<file path="src/rtl/load_store_unit_pkg.sv">
// Shared types and constants for the load/store unit.
// Holds the FSM state encoding, the RV32I funct3 width/sign codes used for
// memory accesses, and a helper that tells whether a funct3 is a legal
// encoding for a load or for a store.
package load_store_unit_pkg;

   typedef enum logic [1:0] {
      LSU_IDLE = 2'd0,
      LSU_WAIT = 2'd1,
      LSU_RESP = 2'd2
   } lsu_state_e;

   localparam logic [2:0] F3_B  = 3'b000;
   localparam logic [2:0] F3_H  = 3'b001;
   localparam logic [2:0] F3_W  = 3'b010;
   localparam logic [2:0] F3_BU = 3'b100;
   localparam logic [2:0] F3_HU = 3'b101;

   // Stores only have signed-looking encodings (SB/SH/SW); the unsigned
   // variants exist for loads only.
   function automatic logic f3_legal(input logic we, input logic [2:0] f3);
      logic ok;
      case (f3)
         F3_B, F3_H, F3_W: ok = 1'b1;
         F3_BU, F3_HU:     ok = ~we;
         default:          ok = 1'b0;
      endcase
      return ok;
   endfunction

endpackage

</file>
<file path="src/rtl/load_store_unit_if.sv">
// Request/response and data-RAM bus of the load/store unit.
// Request side : i_req_valid/o_req_ready handshake with we, funct3, addr, wdata.
// Response side: o_resp_valid strobe with rdata and err.
// RAM side     : read strobe/address with returned word, write strobe with
//                byte enables, address and lane-shifted data.
// Modport slave is the unit itself; modport master is its environment
// (execute stage plus data RAM).
interface load_store_unit_if #(
   parameter int ADDR_WIDTH = 31,
   parameter int DATA_WIDTH = 31
);
   logic                  i_req_valid;
   logic                  o_req_ready;
   logic                  i_req_we;
   logic [2:0]            i_req_funct3;
   logic [ADDR_WIDTH:0]   i_req_addr;
   logic [DATA_WIDTH:0]   i_req_wdata;
   logic                  o_resp_valid;
   logic [DATA_WIDTH:0]   o_resp_rdata;
   logic                  o_resp_err;
   logic                  o_mem_read_req;
   logic [ADDR_WIDTH:0]   o_mem_read_addr;
   logic [DATA_WIDTH:0]   i_mem_read_data;
   logic                  o_mem_write_enable;
   logic [3:0]            o_mem_byte_enable;
   logic [ADDR_WIDTH:0]   o_mem_write_addr;
   logic [DATA_WIDTH:0]   o_mem_write_data;

   modport slave (
      input  i_req_valid, i_req_we, i_req_funct3, i_req_addr, i_req_wdata,
      input  i_mem_read_data,
      output o_req_ready, o_resp_valid, o_resp_rdata, o_resp_err,
      output o_mem_read_req, o_mem_read_addr,
      output o_mem_write_enable, o_mem_byte_enable, o_mem_write_addr, o_mem_write_data
   );

   modport master (
      output i_req_valid, i_req_we, i_req_funct3, i_req_addr, i_req_wdata,
      output i_mem_read_data,
      input  o_req_ready, o_resp_valid, o_resp_rdata, o_resp_err,
      input  o_mem_read_req, o_mem_read_addr,
      input  o_mem_write_enable, o_mem_byte_enable, o_mem_write_addr, o_mem_write_data
   );
endinterface

</file>
<file path="src/rtl/load_store_unit_lane_align.sv">
// Combinational lane logic of the load/store unit.
// Ports:
//   req_we, req_funct3, req_addr_lo, req_wdata : live request being accepted
//   ld_funct3, ld_addr_lo, ld_word             : registered load info + RAM word
//   req_err    : illegal funct3 or misaligned address for the live request
//   store_be   : byte enables for the live store
//   store_data : store data replicated across the written lanes
//   load_data  : selected load lane, sign- or zero-extended
module load_store_unit_lane_align
   import load_store_unit_pkg::*;
(
   input  logic        req_we,
   input  logic [2:0]  req_funct3,
   input  logic [1:0]  req_addr_lo,
   input  logic [31:0] req_wdata,
   input  logic [2:0]  ld_funct3,
   input  logic [1:0]  ld_addr_lo,
   input  logic [31:0] ld_word,
   output logic        req_err,
   output logic [3:0]  store_be,
   output logic [31:0] store_data,
   output logic [31:0] load_data
);

   logic        misaligned_s;
   logic [7:0]  byte_s;
   logic [15:0] half_s;

   // Alignment check: funct3[1:0] encodes the access size for both signednesses.
   always_comb begin
      misaligned_s = 1'b0;
      case (req_funct3[1:0])
         2'b00:   misaligned_s = 1'b0;
         2'b01:   misaligned_s = req_addr_lo[0];
         2'b10:   misaligned_s = |req_addr_lo;
         default: misaligned_s = 1'b0;
      endcase
      req_err = misaligned_s | ~f3_legal(req_we, req_funct3);
   end

   // Store lane generation: data is replicated so the enabled lanes carry it.
   always_comb begin
      store_be   = 4'b0000;
      store_data = 32'h0000_0000;
      case (req_funct3)
         F3_B: begin
            store_be   = 4'b0001 << req_addr_lo;
            store_data = {4{req_wdata[7:0]}};
         end
         F3_H: begin
            store_be   = req_addr_lo[1] ? 4'b1100 : 4'b0011;
            store_data = {2{req_wdata[15:0]}};
         end
         F3_W: begin
            store_be   = 4'b1111;
            store_data = req_wdata;
         end
         default: begin
            store_be   = 4'b0000;
            store_data = 32'h0000_0000;
         end
      endcase
   end

   // Load lane selection.
   always_comb begin
      byte_s = 8'h00;
      case (ld_addr_lo)
         2'd0:    byte_s = ld_word[7:0];
         2'd1:    byte_s = ld_word[15:8];
         2'd2:    byte_s = ld_word[23:16];
         2'd3:    byte_s = ld_word[31:24];
         default: byte_s = ld_word[7:0];
      endcase
      half_s = ld_addr_lo[1] ? ld_word[31:16] : ld_word[15:0];
   end

   // Load extension by width and signedness.
   always_comb begin
      load_data = 32'h0000_0000;
      case (ld_funct3)
         F3_B:    load_data = {{24{byte_s[7]}}, byte_s};
         F3_H:    load_data = {{16{half_s[15]}}, half_s};
         F3_W:    load_data = ld_word;
         F3_BU:   load_data = {24'h00_0000, byte_s};
         F3_HU:   load_data = {16'h0000, half_s};
         default: load_data = 32'h0000_0000;
      endcase
   end

endmodule

</file>
<file path="src/rtl/load_store_unit.sv">
// Memory-access stage between execute and the data RAM port.
// Accepts one load/store at a time, drives word-aligned RAM accesses, waits
// READ_LATENCY cycles for load data and returns one registered response.
// Ports:
//   clk, rst : clock and synchronous active-high reset
//   clk_en   : global stall; low freezes all state and blocks acceptance
//   bus      : request, response and data-RAM signals (slave side)
module load_store_unit
   import load_store_unit_pkg::*;
#(
   parameter int ADDR_WIDTH   = 31,
   parameter int DATA_WIDTH   = 31,
   parameter int READ_LATENCY = 1
) (
   input  logic                    clk,
   input  logic                    rst,
   input  logic                    clk_en,
   load_store_unit_if.slave        bus
);

   localparam int CNT_W = $clog2(READ_LATENCY + 1);
   localparam logic [CNT_W-1:0] LAT_CNT = CNT_W'(READ_LATENCY);
   localparam logic [CNT_W-1:0] CNT_ONE = CNT_W'(1);

   lsu_state_e            state_r;
   lsu_state_e            state_next_s;
   logic [CNT_W-1:0]      cnt_r;
   logic [CNT_W-1:0]      cnt_next_s;
   logic                  rd_req_r;
   logic [ADDR_WIDTH:0]   rd_addr_r;
   logic [2:0]            ld_f3_r;
   logic [1:0]            ld_lo_r;
   logic                  resp_valid_r;
   logic [DATA_WIDTH:0]   resp_rdata_r;
   logic                  resp_err_r;

   logic                  accept_s;
   logic                  store_s;
   logic                  load_s;
   logic                  wait_s;
   logic                  capture_s;
   logic                  err_s;
   logic [3:0]            store_be_s;
   logic [DATA_WIDTH:0]   store_data_s;
   logic [DATA_WIDTH:0]   load_data_s;
   logic [ADDR_WIDTH:0]   req_word_addr_s;

   load_store_unit_lane_align u_lane_align (
      .req_we      (bus.i_req_we),
      .req_funct3  (bus.i_req_funct3),
      .req_addr_lo (bus.i_req_addr[1:0]),
      .req_wdata   (bus.i_req_wdata),
      .ld_funct3   (ld_f3_r),
      .ld_addr_lo  (ld_lo_r),
      .ld_word     (bus.i_mem_read_data),
      .req_err     (err_s),
      .store_be    (store_be_s),
      .store_data  (store_data_s),
      .load_data   (load_data_s)
   );

   // Reset is folded into accept so no strobe escapes in a reset cycle.
   assign accept_s        = bus.i_req_valid & (state_r == LSU_IDLE) & clk_en & ~rst;
   assign store_s         = accept_s & bus.i_req_we & ~err_s;
   assign load_s          = accept_s & ~bus.i_req_we & ~err_s;
   assign wait_s          = (state_r == LSU_WAIT);
   assign capture_s       = wait_s & clk_en & ~rst & (cnt_r == LAT_CNT);
   assign req_word_addr_s = {bus.i_req_addr[ADDR_WIDTH:2], 2'b00};

   // Store strobes are combinational in the accept cycle; a load's read
   // request is combinational in that cycle and then held from registers.
   assign bus.o_req_ready        = (state_r == LSU_IDLE);
   assign bus.o_mem_write_enable = store_s;
   assign bus.o_mem_byte_enable  = store_s ? store_be_s : 4'b0000;
   assign bus.o_mem_write_addr   = req_word_addr_s;
   assign bus.o_mem_write_data   = store_s ? store_data_s : {(DATA_WIDTH+1){1'b0}};
   assign bus.o_mem_read_req     = load_s | (wait_s & rd_req_r & ~rst);
   assign bus.o_mem_read_addr    = wait_s ? rd_addr_r : req_word_addr_s;
   assign bus.o_resp_valid       = resp_valid_r;
   assign bus.o_resp_rdata       = resp_rdata_r;
   assign bus.o_resp_err         = resp_err_r;

   // Next-state and latency-counter logic; nothing advances while stalled.
   always_comb begin
      state_next_s = state_r;
      cnt_next_s   = cnt_r;
      if (clk_en) begin
         case (state_r)
            LSU_IDLE: begin
               if (load_s) begin
                  state_next_s = LSU_WAIT;
                  cnt_next_s   = CNT_ONE;
               end else if (accept_s) begin
                  state_next_s = LSU_RESP;
               end else begin
                  state_next_s = LSU_IDLE;
               end
            end
            LSU_WAIT: begin
               if (cnt_r == LAT_CNT) begin
                  state_next_s = LSU_RESP;
               end else begin
                  cnt_next_s = cnt_r + CNT_ONE;
               end
            end
            LSU_RESP: state_next_s = LSU_IDLE;
            default:  state_next_s = LSU_IDLE;
         endcase
      end else begin
         state_next_s = state_r;
         cnt_next_s   = cnt_r;
      end
   end

   // State register, latency counter and response-valid flag.
   always_ff @(posedge clk) begin
      if (rst) begin
         state_r      <= LSU_IDLE;
         cnt_r        <= '0;
         resp_valid_r <= 1'b0;
      end else begin
         state_r      <= state_next_s;
         cnt_r        <= cnt_next_s;
         resp_valid_r <= (state_next_s == LSU_RESP);
      end
   end

   // Load context: read request/address and lane info captured at acceptance.
   always_ff @(posedge clk) begin
      if (rst) begin
         rd_req_r  <= 1'b0;
         rd_addr_r <= '0;
         ld_f3_r   <= 3'b000;
         ld_lo_r   <= 2'b00;
      end else if (load_s) begin
         rd_req_r  <= 1'b1;
         rd_addr_r <= req_word_addr_s;
         ld_f3_r   <= bus.i_req_funct3;
         ld_lo_r   <= bus.i_req_addr[1:0];
      end else if (capture_s) begin
         rd_req_r  <= 1'b0;
      end
   end

   // Response payload: zero data for stores/errors, extended lane for loads.
   always_ff @(posedge clk) begin
      if (rst) begin
         resp_rdata_r <= '0;
         resp_err_r   <= 1'b0;
      end else if (accept_s & ~load_s) begin
         resp_rdata_r <= '0;
         resp_err_r   <= err_s;
      end else if (capture_s) begin
         resp_rdata_r <= load_data_s;
         resp_err_r   <= 1'b0;
      end
   end

endmodule

</file>
<file path="src/flat_wrapper.sv">
// flat-port wrapper written by rule: the top's interface ports become plain ports
module load_store_unit_flat import load_store_unit_pkg::*;
#(
   parameter int ADDR_WIDTH   = 31,
   parameter int DATA_WIDTH   = 31,
   parameter int READ_LATENCY = 1
)
  (clk, rst, clk_en, bus_i_req_valid, bus_i_req_we, bus_i_req_funct3, bus_i_req_addr, bus_i_req_wdata, bus_i_mem_read_data, bus_o_req_ready, bus_o_resp_valid, bus_o_resp_rdata, bus_o_resp_err, bus_o_mem_read_req, bus_o_mem_read_addr, bus_o_mem_write_enable, bus_o_mem_byte_enable, bus_o_mem_write_addr, bus_o_mem_write_data);
  load_store_unit_if #(.ADDR_WIDTH(ADDR_WIDTH), .DATA_WIDTH(DATA_WIDTH)) bus_i ();
  input  logic clk;
  input  logic rst;
  input  logic clk_en;
  input wire logic [$bits(bus_i.i_req_valid)-1:0] bus_i_req_valid;
  input wire logic [$bits(bus_i.i_req_we)-1:0] bus_i_req_we;
  input wire logic [$bits(bus_i.i_req_funct3)-1:0] bus_i_req_funct3;
  input wire logic [$bits(bus_i.i_req_addr)-1:0] bus_i_req_addr;
  input wire logic [$bits(bus_i.i_req_wdata)-1:0] bus_i_req_wdata;
  input wire logic [$bits(bus_i.i_mem_read_data)-1:0] bus_i_mem_read_data;
  output wire logic [$bits(bus_i.o_req_ready)-1:0] bus_o_req_ready;
  output wire logic [$bits(bus_i.o_resp_valid)-1:0] bus_o_resp_valid;
  output wire logic [$bits(bus_i.o_resp_rdata)-1:0] bus_o_resp_rdata;
  output wire logic [$bits(bus_i.o_resp_err)-1:0] bus_o_resp_err;
  output wire logic [$bits(bus_i.o_mem_read_req)-1:0] bus_o_mem_read_req;
  output wire logic [$bits(bus_i.o_mem_read_addr)-1:0] bus_o_mem_read_addr;
  output wire logic [$bits(bus_i.o_mem_write_enable)-1:0] bus_o_mem_write_enable;
  output wire logic [$bits(bus_i.o_mem_byte_enable)-1:0] bus_o_mem_byte_enable;
  output wire logic [$bits(bus_i.o_mem_write_addr)-1:0] bus_o_mem_write_addr;
  output wire logic [$bits(bus_i.o_mem_write_data)-1:0] bus_o_mem_write_data;
  assign bus_i.i_req_valid = bus_i_req_valid;
  assign bus_i.i_req_we = bus_i_req_we;
  assign bus_i.i_req_funct3 = bus_i_req_funct3;
  assign bus_i.i_req_addr = bus_i_req_addr;
  assign bus_i.i_req_wdata = bus_i_req_wdata;
  assign bus_i.i_mem_read_data = bus_i_mem_read_data;
  assign bus_o_req_ready = bus_i.o_req_ready;
  assign bus_o_resp_valid = bus_i.o_resp_valid;
  assign bus_o_resp_rdata = bus_i.o_resp_rdata;
  assign bus_o_resp_err = bus_i.o_resp_err;
  assign bus_o_mem_read_req = bus_i.o_mem_read_req;
  assign bus_o_mem_read_addr = bus_i.o_mem_read_addr;
  assign bus_o_mem_write_enable = bus_i.o_mem_write_enable;
  assign bus_o_mem_byte_enable = bus_i.o_mem_byte_enable;
  assign bus_o_mem_write_addr = bus_i.o_mem_write_addr;
  assign bus_o_mem_write_data = bus_i.o_mem_write_data;
  load_store_unit #(.ADDR_WIDTH(ADDR_WIDTH), .DATA_WIDTH(DATA_WIDTH), .READ_LATENCY(READ_LATENCY)) u_core (.clk(clk), .rst(rst), .clk_en(clk_en), .bus(bus_i));
endmodule
</file>
<file path="config.mk">
export PLATFORM = sky130hd
export DESIGN_NAME = load_store_unit_flat
export DESIGN_NICKNAME = d
export VERILOG_FILES = /design/src/rtl/load_store_unit_pkg.sv /design/src/rtl/load_store_unit_if.sv /design/src/rtl/load_store_unit_lane_align.sv /design/src/rtl/load_store_unit.sv /design/src/flat_wrapper.sv
export SDC_FILE = /design/constraint.sdc
export NUM_CORES = 1
export LEC_CHECK = 0
export ABC_AREA = 0
export BUFFER_PORTS_ARGS = -buffer_cell sky130_fd_sc_hd__buf_2
export CAP_MARGIN = 25
export CORE_ASPECT_RATIO = 1.1
export CORE_MARGIN = 2
export CORE_UTILIZATION = 49
export CTS_CLUSTER_DIAMETER = 100
export DETAILED_ROUTE_END_ITERATION = 10
export PLACE_DENSITY_LB_ADDON = 0.3
export SYNTH_ARGS = -nofsm -noshare
export SYNTH_HDL_FRONTEND = slang
export SYNTH_SLANG_ARGS = --single-unit
</file>
<file path="constraint.sdc">
create_clock -name clk -period 7 [get_ports clk]
set_clock_uncertainty 0.15 [all_clocks]
set_input_delay 1.4 -clock clk [delete_from_list [all_inputs] [get_ports clk]]
set_output_delay 1.4 -clock clk [all_outputs]
set_load 0.005 [all_outputs]
</file>
==> flow_summary.ini <==
[layout]
synthToLayoutAreaGrowth_pct = 26.00
utilization_pct = 62.94
antennaDiodeCount = 0
nets = 850
layout-drive-gt1-share_pct = 39.71

[drt]
via_per_inst = 5.393
wl_per_cell_um = 14.71
drcViolationCount = 0
drt_iter0_markers = 274
finalWirelength_um = 12680
vias = 4649
drtAntennaViolNets = 0
first_pass_iters = 5

[global_routing]
grt_pass1_vias = 4155
grt_start_max_net_pins = 44
grt_pass1_wl_um = 20130
grt-ovfl-total = 0
antenna_found_initial = 0
grt_usage_pct = 25.62

[synthesis]
synth_warnings = 0
synth_area_per_cell_um2 = 7.754
synth_seq_area_share_pct = 33.48
synthTopCellsByArea = dfxtp_1 33%, nand2_1 9.1%, mux2_2 7.7%
synth_top_area_share_pct = 33.48
ys_types = 48
synth-edff-count = 0
synth_largest_area_cell = dfxtp_1
synth_ff_type = dfxtp_1
netlist_area_um2 = 4365
ys_ff_latch = 73
syn_inst = 563
async_flop_share_pct = 0

[worst_setup_path]
cp_slowest_cell = or2_1
startpoint_type = input pin
cp.required_ns = 5.45
max_stage_delay_ns = 0.73
cp-end-kind = output pin
path_cells = buf_2, inv_1, ha_1, o21ai_1, a21bo_2, o21ai_1, or2_1, inv_1, and2_1, buf_2
critical_path_class = input pin to output pin
arrival_ns = 3.99
worst_r2r_path_depth = 5
cp_max_fo = 29

[clock_network]
cts_buffers = 9
clk_pin_slew_ns = 0.07
htree_levels = 3
ctsHoldBuffers = 0
post-cts-setup-buffers = 0
cts_root_buf = clkbuf_8
tritoncts = built
clk_latency_ns = 0.35
clk_path_buf_depth = 2
cts_resized = 0
cts_sinks = 73

[floorplan]
rows = 36
core_area_um2 = 8738
dieHeight_um = 103.0
start_util_pct = 49.96
die_w_um = 94.00
io-pin-count = 241
dieArea_um2 = 9681

[placed_design]
dpl.hpwl_um = 9427
numPortBuffers = 236
gp_congestion = 0.9068

[power]
ir_drop_v = 0.0001073
p_total_uw = 926.7
comb_power_share_pct = 14.7
p_sw_share_pct = 26.01
p_int_uw = 685.7
power_frac_seq_pct = 45.5
power_switching_uw = 241.0
power_density_nw_per_um2 = 168.5
power.leakage_nw = 2.440
pwr-share-clk_pct = 39.8

[sta]
slew-limit-headroom_pct = 36.51
rsz0062_at_grt = false
fmax_mhz = 180.4
min_period_over_period_pct = 79.21
worst_pin_slew_ns = 0.9504
hold_ws_ns = 0.3076
slew_viol_final = 0
hold_viol_final = 0
period_needed_ns = 5.544
timing.setup.tns_ns = 0
finalSetupViolations = 0

[min_path]
min_path_cells = 2
hp-class = flop to flop

[job]
cap_violations = 0

[status]
outcome = completed
-- critical path, delay by kind of cell --
kind / cells / cell delay [ns]
AND/OR/NAND/NOR: 2 / 0.99
buffers and inverters: 4 / 0.66
AO/OA/AOI/OAI: 3 / 0.50
adder cells (fa/ha/maj): 1 / 0.45
-- layer usage --
| metal | share of wire [%] | track usage [%] | vias to the layer above |
|---|---|---|---|
| li1 | - | - | 2292 |
| met2 | 48 | 43.52 | 224 |
| met3 | 8.5 | 4.825 | 18 |
| met5 | 0 | 0 | - |
| met1 | 42 | 32.81 | 2115 |
| met4 | 1.6 | 8.807 | 0 |
-- synthesized netlist by cell type (3+ instances only) --
master and instances:
buf_6 3, inv_1 5, a31oi_1 17, nor2b_1 6, a221oi_1 8, buf_4 36
nor2_1 62, nand2b_1 4, a32oi_1 7, and2_1 8, a211o_1 6, a22oi_1 24
clkbuf_1 17, nand2_1 106, dfxtp_1 73, mux2_2 30, nand3_1 16, ha_1 3
a21oi_1 53, nor3_1 11, mux2i_1 7, buf_2 16, and3_1 4, o21a_1 6
o21ai_0 3
-- cell type report --
cell class / count / area, um^2
clock buffer: 10 / 127.6
clock inverter: 6 / 90.09
fill: 826 / 3238
inverter: 6 / 22.52
multi-input combinational: 413 / 2437
sequential: 73 / 1461
tap: 114 / 142.6
timing repair buffer: 240 / 1219
-- power groups by stage --
stage	registers, mW	clock network (mW)	logic, mW
5_1_grt	0.423	0.394	0.150
4_1_cts	0.422	0.376	0.135
3_5_place_dp	0.432	0	0.134
2_1_floorplan	0.430	0	0.0784
6_report	0.422	0.368	0.136
3_3_place_gp	0.432	0	0.130
-- cell families (layout without fill, tap and decap cells) --
family | count (synthesis) | count (layout) | synth area share, %
buf+inv | 80 | 262 | 10.95
flops | 73 | 73 | 33.48
mux | 39 | 39 | 10.38
simple gates | 226 | 226 | 22.50
compound gates | 141 | 141 | 21.75
fa+ha+maj | 3 | 3 | 0.8599
other cells | 1 | 4 | 0.08590
-- worst paths after layout --
check,from,end,slack [ns]
max,bus_i_req_funct3[0],bus_o_mem_write_data[5],1.46
min reg2reg,u_core.rd_addr_r[13],u_core.rd_addr_r[13],0.31
max reg2reg,u_core.state_r[0],u_core.bus.o_resp_rdata[25],4.46
min,u_core.rd_addr_r[13],u_core.rd_addr_r[13],0.31
-- registers in the layout, summed over array words and instances (netlist names) --
name and cells:
u_core.bus.o_resp_err 1, u_core.bus.o_resp_rdata 32, u_core.bus.o_resp_valid 1, u_core.cnt_r 1, u_core.ld_f3_r 3, u_core.ld_lo_r 2, u_core.rd_addr_r 30, u_core.rd_req_r 1
u_core.state_r 2
-- per-stage QoR --
| stage | setup slack [ns] | cell area, um^2 | instances |
|---|---|---|---|
| after floorplan | 2.652 | 4377 | 566 |
| after global placement | 1.637 | 5260 | 844 |
| after detailed placement | 1.509 | 5283 | 846 |
| after CTS | 1.512 | 5500 | 862 |
| after global routing | 1.204 | 5500 | 862 |
| final | 1.456 | 5500 | 862 |
-- cell usage in the layout, fill, tap and decap left out, drive strengths merged, types with 8 or more instances in the layout --
cell	count
nand3	18
a31oi	17
buf	240
a221oi	8
nor2	63
nand2	106
clkbuf	10
a22oi	24
nor3	11
dfxtp	73
mux2	30
and2	8
a21oi	53
Note: power is estimated with default switching activity, not from simulation.
